<file path="src/rtl/mac_stg0_unpack_pkg.sv">
// Shared FP16 field widths, constants and decoded-operand bundle
// for the MAC input unpack stage and the weight-path checker.
package mac_pkg;

    localparam int EXP_W     = 5;
    localparam int FRAC_W    = 10;
    localparam int INT_EXP_W = 6;
    localparam int MANT_W    = FRAC_W + 1;

    localparam logic [INT_EXP_W-1:0] EXP_ZERO = 6'h31;
    localparam logic [INT_EXP_W-1:0] EXP_SAT  = 6'h0F;
    localparam logic [MANT_W-1:0]    FRAC_SAT = 11'h7FF;

    typedef struct packed {
        logic                 sgn;
        logic [INT_EXP_W-1:0] exp;
        logic [MANT_W-1:0]    frac;
        logic                 zero;
        logic                 sat;
    } dec_t;

    function automatic logic [INT_EXP_W-1:0] exp_max(
        input logic [INT_EXP_W-1:0] a,
        input logic [INT_EXP_W-1:0] b
    );
        return ($signed(a) > $signed(b)) ? a : b;
    endfunction

endpackage

</file>
<file path="src/rtl/mac_stg0_unpack_if.sv">
// Activation in / decoded-operand out bundle of the MAC unpack stage.
// slave = the unpack block, master = whoever feeds and consumes it.
interface mac_stg0_unpack_if;

    logic        i_valid;
    logic [15:0] i_act;
    logic        o_valid;
    logic        o_sgn;
    logic [5:0]  o_exp;
    logic [10:0] o_frac;
    logic        o_zero;
    logic        o_sat;
    logic        o_grp_last;
    logic [5:0]  o_max_exp;

    modport slave (
        input  i_valid,
        input  i_act,
        output o_valid,
        output o_sgn,
        output o_exp,
        output o_frac,
        output o_zero,
        output o_sat,
        output o_grp_last,
        output o_max_exp
    );

    modport master (
        output i_valid,
        output i_act,
        input  o_valid,
        input  o_sgn,
        input  o_exp,
        input  o_frac,
        input  o_zero,
        input  o_sat,
        input  o_grp_last,
        input  o_max_exp
    );

endinterface

</file>
<file path="src/rtl/mac_stg0_unpack_decode.sv">
// Combinational FP16 -> {sgn, unbiased exp, hidden-1 mantissa} decode.
// Denormals flush to zero; Inf/NaN saturate to the largest finite value.
module fp16_field_decode
    import mac_pkg::*;
#(
    parameter int BIAS = 15
) (
    input  logic [15:0] i_act,
    output dec_t        o_dec
);

    logic [EXP_W-1:0] e;

    always_comb begin
        e = i_act[14:10];
        o_dec = '0;
        o_dec.sgn = i_act[15];
        unique case (1'b1)
            (e == '0): begin
                o_dec.zero = 1'b1;
                o_dec.exp  = EXP_ZERO;
                o_dec.frac = '0;
            end
            (e == '1): begin
                o_dec.sat  = 1'b1;
                o_dec.exp  = EXP_SAT;
                o_dec.frac = FRAC_SAT;
            end
            default: begin
                o_dec.exp  = {1'b0, e} - 6'(BIAS);
                o_dec.frac = {1'b1, i_act[9:0]};
            end
        endcase
    end

endmodule

</file>
<file path="src/rtl/mac_stg0_unpack.sv">
// MAC stage 0: two-stage FP16 activation unpack with per-window
// group counter and running signed max exponent.
module mac_stg0_unpack
    import mac_pkg::*;
#(
    parameter int GRP_N = 9,
    parameter int BIAS  = 15
) (
    input  logic i_clk,
    input  logic i_rst_n,
    input  logic i_inhibit,
    mac_stg0_unpack_if.slave bus
);

    localparam logic [5:0] LAST_CNT = 6'(GRP_N - 1);

    logic        a_vld_q, a_vld_d;
    logic [15:0] a_act_q, a_act_d;

    logic        b_vld_q, b_vld_d;
    dec_t        b_dec_q, b_dec_d;
    logic        b_last_q, b_last_d;
    logic [5:0]  b_max_q, b_max_d;

    logic [5:0]  cnt_q, cnt_d;
    logic [5:0]  run_max_q, run_max_d;

    dec_t        dec;
    logic        load;
    logic        last;
    logic [5:0]  cur_max;

    fp16_field_decode #(
        .BIAS (BIAS)
    ) u_dec (
        .i_act (a_act_q),
        .o_dec (dec)
    );

    always_comb begin
        a_vld_d = a_vld_q;
        a_act_d = a_act_q;
        if (!i_inhibit) begin
            a_vld_d = bus.i_valid;
            a_act_d = bus.i_valid ? bus.i_act : '0;
        end
    end

    // group bookkeeping only moves when a real item lands in stage B
    always_comb begin
        load    = !i_inhibit && a_vld_q;
        last    = (cnt_q == LAST_CNT);
        cur_max = exp_max(run_max_q, dec.exp);

        b_vld_d   = b_vld_q;
        b_dec_d   = b_dec_q;
        b_last_d  = b_last_q;
        b_max_d   = b_max_q;
        cnt_d     = cnt_q;
        run_max_d = run_max_q;

        if (!i_inhibit) begin
            b_vld_d  = a_vld_q;
            b_dec_d  = a_vld_q ? dec : '0;
            b_last_d = load && last;
        end

        if (load) begin
            if (last) begin
                cnt_d     = '0;
                run_max_d = EXP_ZERO;
                b_max_d   = cur_max;
            end else begin
                cnt_d     = cnt_q + 6'd1;
                run_max_d = cur_max;
            end
        end
    end

    always_ff @(posedge i_clk or negedge i_rst_n) begin
        if (!i_rst_n) begin
            a_vld_q   <= 1'b0;
            a_act_q   <= '0;
            b_vld_q   <= 1'b0;
            b_dec_q   <= '0;
            b_last_q  <= 1'b0;
            b_max_q   <= '0;
            cnt_q     <= '0;
            run_max_q <= EXP_ZERO;
        end else begin
            a_vld_q   <= a_vld_d;
            a_act_q   <= a_act_d;
            b_vld_q   <= b_vld_d;
            b_dec_q   <= b_dec_d;
            b_last_q  <= b_last_d;
            b_max_q   <= b_max_d;
            cnt_q     <= cnt_d;
            run_max_q <= run_max_d;
        end
    end

    assign bus.o_valid    = b_vld_q;
    assign bus.o_sgn      = b_dec_q.sgn;
    assign bus.o_exp      = b_dec_q.exp;
    assign bus.o_frac     = b_dec_q.frac;
    assign bus.o_zero     = b_dec_q.zero;
    assign bus.o_sat      = b_dec_q.sat;
    assign bus.o_grp_last = b_last_q;
    assign bus.o_max_exp  = b_max_q;

endmodule

</file>
<file path="src/flat_wrapper.sv">
// flat-port wrapper written by rule: the top's interface ports become plain ports
module mac_stg0_unpack_flat import mac_pkg::*;
#(
    parameter int GRP_N = 9,
    parameter int BIAS  = 15
)
  (i_clk, i_rst_n, i_inhibit, bus_i_valid, bus_i_act, bus_o_valid, bus_o_sgn, bus_o_exp, bus_o_frac, bus_o_zero, bus_o_sat, bus_o_grp_last, bus_o_max_exp);
  mac_stg0_unpack_if bus_i ();
  input  logic i_clk;
  input  logic i_rst_n;
  input  logic i_inhibit;
  input wire logic [$bits(bus_i.i_valid)-1:0] bus_i_valid;
  input wire logic [$bits(bus_i.i_act)-1:0] bus_i_act;
  output wire logic [$bits(bus_i.o_valid)-1:0] bus_o_valid;
  output wire logic [$bits(bus_i.o_sgn)-1:0] bus_o_sgn;
  output wire logic [$bits(bus_i.o_exp)-1:0] bus_o_exp;
  output wire logic [$bits(bus_i.o_frac)-1:0] bus_o_frac;
  output wire logic [$bits(bus_i.o_zero)-1:0] bus_o_zero;
  output wire logic [$bits(bus_i.o_sat)-1:0] bus_o_sat;
  output wire logic [$bits(bus_i.o_grp_last)-1:0] bus_o_grp_last;
  output wire logic [$bits(bus_i.o_max_exp)-1:0] bus_o_max_exp;
  assign bus_i.i_valid = bus_i_valid;
  assign bus_i.i_act = bus_i_act;
  assign bus_o_valid = bus_i.o_valid;
  assign bus_o_sgn = bus_i.o_sgn;
  assign bus_o_exp = bus_i.o_exp;
  assign bus_o_frac = bus_i.o_frac;
  assign bus_o_zero = bus_i.o_zero;
  assign bus_o_sat = bus_i.o_sat;
  assign bus_o_grp_last = bus_i.o_grp_last;
  assign bus_o_max_exp = bus_i.o_max_exp;
  mac_stg0_unpack #(.GRP_N(GRP_N), .BIAS(BIAS)) u_core (.i_clk(i_clk), .i_rst_n(i_rst_n), .i_inhibit(i_inhibit), .bus(bus_i));
endmodule
</file>
<file path="config.mk">
export PLATFORM = sky130hd
export DESIGN_NAME = mac_stg0_unpack_flat
export DESIGN_NICKNAME = d
export VERILOG_FILES = /design/src/rtl/mac_stg0_unpack_pkg.sv /design/src/rtl/mac_stg0_unpack_if.sv /design/src/rtl/mac_stg0_unpack_decode.sv /design/src/rtl/mac_stg0_unpack.sv /design/src/flat_wrapper.sv
export SDC_FILE = /design/constraint.sdc
export NUM_CORES = 1
export LEC_CHECK = 0
export CORE_MARGIN = 3
export CORE_UTILIZATION = 56
export DETAILED_ROUTE_END_ITERATION = 12
export PLACE_DENSITY = 0.84
export SLEW_MARGIN = 20
export SYNTH_ARGS = -nofsm -noshare
export SYNTH_HDL_FRONTEND = slang
export SYNTH_SLANG_ARGS = --single-unit
export TNS_END_PERCENT = 20
</file>
<file path="constraint.sdc">
create_clock -name i_clk -period 8.6 [get_ports i_clk]
set_input_delay 1.72 -clock i_clk [delete_from_list [all_inputs] [get_ports i_clk]]
set_output_delay 1.72 -clock i_clk [all_outputs]
set_load 0.01 [all_outputs]
</file>
==> results.md <==
* Run status: finished, final reports clean
* Max FO, Critical Path at 55
* Final worst-path cycle share at 41.94%
* Final nets at 350
* Tot GR Track Use at 22.20%
* Largest net degree at the start of global routing at 58
* # IOs at 48
* Worst setup path class: in2reg
* Cell taking the most area after synthesis: dfrtp_1
* Cell Area, Synth at 0.002685 sq mm
* Fillers at 316
* Worst setup EP type: flop
* CP top delay family: simple AND/OR/NAND/NOR gates
* Startpoint types: primary input
* Core ar. at 0.004504 sq mm
* Syn Nets at 304
* Synth cell types at 41
* Vias at 2104
* Leakage at 1.528 nW
* Drt pass-1 iters at 4
* Worst relative slew slack at 42.32%
* Area added between synthesis and finish at 25.96%
* Data required, critical path at 8810 ps
* WL/cell at 14.94 microns
* FF+latch count, synth at 57
* Clock buffer depth at 2
* Max-Cap Viols at 0
* Crit path buf inv count at 2
* Initial antenna violation count at 0
* Worst endpoint data arrival time at 3820 ps
* Worst Skew at 6.786 ps
* Setup TNS at 0 ps
* Root buf cell: clkbuf_8
* Share of layout cells above drive strength 1 at 9.907%
* Initial detailed-routing violation count at 146
* Final slew viol count at 0
* Placer Congestion at 0.8430
* Max stage delay on crit path at 750 ps
* FP Rows at 24
* Initial cell density of the core at 59.61%
* Slowest CP cell: nand2b_1
* Vias per cell at 5.611
* Antenna Nets Post-Route at 0
* Die area at 0.005662 sq mm
* Final instance area at 0.003382 sq mm
* Clock buffer count from CTS at 9
* Ys flop type: dfrtp_1
* Average size of a mapped cell at 9.872 sq um
* Syn. warnings at 0
* Most frequent cells after synthesis: 57 x nand2_1, 54 x dfrtp_1, 34 x o21ai_0, 23 x a21oi_1, 12 x ha_1
* First-pass GRT wire length at 9142 microns
* Vias in the first global route at 2005
* Post-CTS setup buffers at 0
* Sequential element share of the synthesized area at 53.26%
* PwrDens at 261.1 mW/mm^2
* Placed cell count at 359
* Cts repair resizes at 0
* Max IR drop VDD at 0.0001756 V
* Dpl cell area at 0.003174 sq mm
* Final Power at 0.0008830 W
* Crit-path cells: clkdlybuf4s50_1 -> buf_4 -> nand2b_1 -> nor2_4 -> o21a_1 -> a22o_1
* Top cell type's share of synthesized area at 50.33%
* H-tree depth at 3
* Post-CTS Hold Fix Bufs at 0
* Post-detail-place hpwl at 3838 microns
* Die height at 75.25 microns
* Buffers added on ports at 47
* Main area contributors after synthesis: dfrtp_1 50%, nand2_1 8.0%, o21ai_0 6.3%
* EDFF count, synth at 0
* Layout Cells excl Fill at 375
* Chip width at 75.25 microns
* RSZ-0062 raised after global routing: false
* GR Overflow Total at 0
* Final WL at 5601 microns
* Post-synthesis cell count at 272
* Final-report hold violation count at 0
* Max Fclk at 277.3 MHz
* Synth async-reset ratio at 100.0%
* Ant diodes at 0
* Min Tclk post-route at 3607 ps
* Most instantiated library cell after synthesis: nand2_1
* DRC Markers at 0
* CTS Sinks at 57
* Finish-stage setup viols at 0
* Clock Pin Slew Worst Setup and Hold Paths at 60 ps
* Worst Tran Pin Value at 865.2 ps
* Clk Latency, worst-skew pair at 330 ps
* CTS tree: built
* Hold Path Class: reg2reg
[final timing paths]
kind / endpoint / from / slack (ps) / depth (start not counted)
setup / recovery: u_core.bus.o_max_exp[1] / i_inhibit / 4990 / 6
hold / removal: u_core.bus.o_frac[7] / u_core.bus.o_frac[7] / 480 / 2
setup reg to reg: u_core.bus.o_max_exp[5] / u_core.a_act_q[10] / 5180 / 10
hold reg to reg: u_core.bus.o_frac[7] / u_core.bus.o_frac[7] / 480 / 2
max in group asynchronous: u_core.a_act_q[12] / i_rst_n / 6610 / 2
min in group asynchronous: u_core.bus.o_max_exp[5] / i_rst_n / 1520 / 2
[layer usage]
metal	part of all wire [%]	global-route usage [%]	wire, microns
met1	45	29.40	2543
met2	47	33.75	2658
met3	4.9	6.409	277
met4	2.2	10.68	121
met5	0	0	0
[cell families after synthesis]
family	share of synthesized area [%]
flops	53.26
mux	1.864
xor+xnor	0.9787
simple gates	15.47
fa+ha+maj	5.592
compound gates	19.20
buf+inv	3.635
[flip-flops by register name, indices dropped and copies added, names as in the netlist]
signal / cells
u_core.bus.o_max_exp: 6
u_core.bus.o_frac: 11
u_core.bus.o_zero: 1
u_core.cnt_q: 6
u_core.bus.o_sgn: 1
u_core.run_max_q: 6
u_core.a_vld_q: 1
u_core.bus.o_sat: 1
u_core.bus.o_grp_last: 1
u_core.bus.o_valid: 1
u_core.bus.o_exp: 6
u_core.a_act_q: 16
[through the flow]
step | util [%] | setup WS [ps] | hold slack, ps
floorplan | - | 5628 | 450.2
global placement | 70.47 | 4699 | 463.8
detailed placement | 70.47 | 4665 | 470.6
CTS | 75.08 | 5023 | 487.3
global route | 75.08 | 4802 | 506.2
finish | 75.08 | 4993 | 484.8
[layout by cell type (no fill, tap or decap), types with 2 or more instances in the layout]
| master | Yosys | routed |
|---|---|---|
| clkbuf_8 | 0 | 12 |
| mux2_2 | 2 | 2 |
| a2bb2oi_1 | 3 | 3 |
| a21o_1 | 2 | 2 |
| nand2b_1 | 3 | 3 |
| clkbuf_1 | 8 | 2 |
| nor2_1 | 7 | 7 |
| o21a_1 | 2 | 2 |
| nand2_1 | 57 | 57 |
| nor2_4 | 2 | 2 |
| buf_4 | 0 | 2 |
| nor2b_1 | 2 | 2 |
| o21ai_0 | 34 | 34 |
| inv_1 | 11 | 11 |
| nand4_1 | 2 | 2 |
| nand3_1 | 6 | 6 |
| a22o_1 | 8 | 8 |
| ha_1 | 12 | 12 |
| xnor2_1 | 2 | 2 |
| a21oi_1 | 23 | 23 |
| clkdlybuf4s50_1 | 0 | 46 |
| dfstp_2 | 3 | 3 |
| dfrtp_1 | 54 | 54 |
| mux2i_2 | 2 | 2 |
| a31oi_1 | 4 | 4 |
[final cells by class]
class                   instances  area (sq um)  share of cell area, %
flip-flops and latches         57          1430                  42.29
multi-input cells             190          1157                  34.22
repair buffers                 49         480.5                  14.21
clock buffers                  14         172.7                  5.105
well taps                      52         65.06                  1.924
inverters                      11         41.29                  1.221
clock inverters                 2         35.03                  1.036
[power by group]
part,switching [W],internal (W)
sequential,0.0000400,0.000320
clock,0.0000976,0.000157
combinational,0.000141,0.000127
[tightest hold or removal path, stage by stage (launching register included)]
cell and delay (ps):
dfrtp_1 340, nand2_1 50, o21ai_0 60
(Power assumes the default switching activity.)
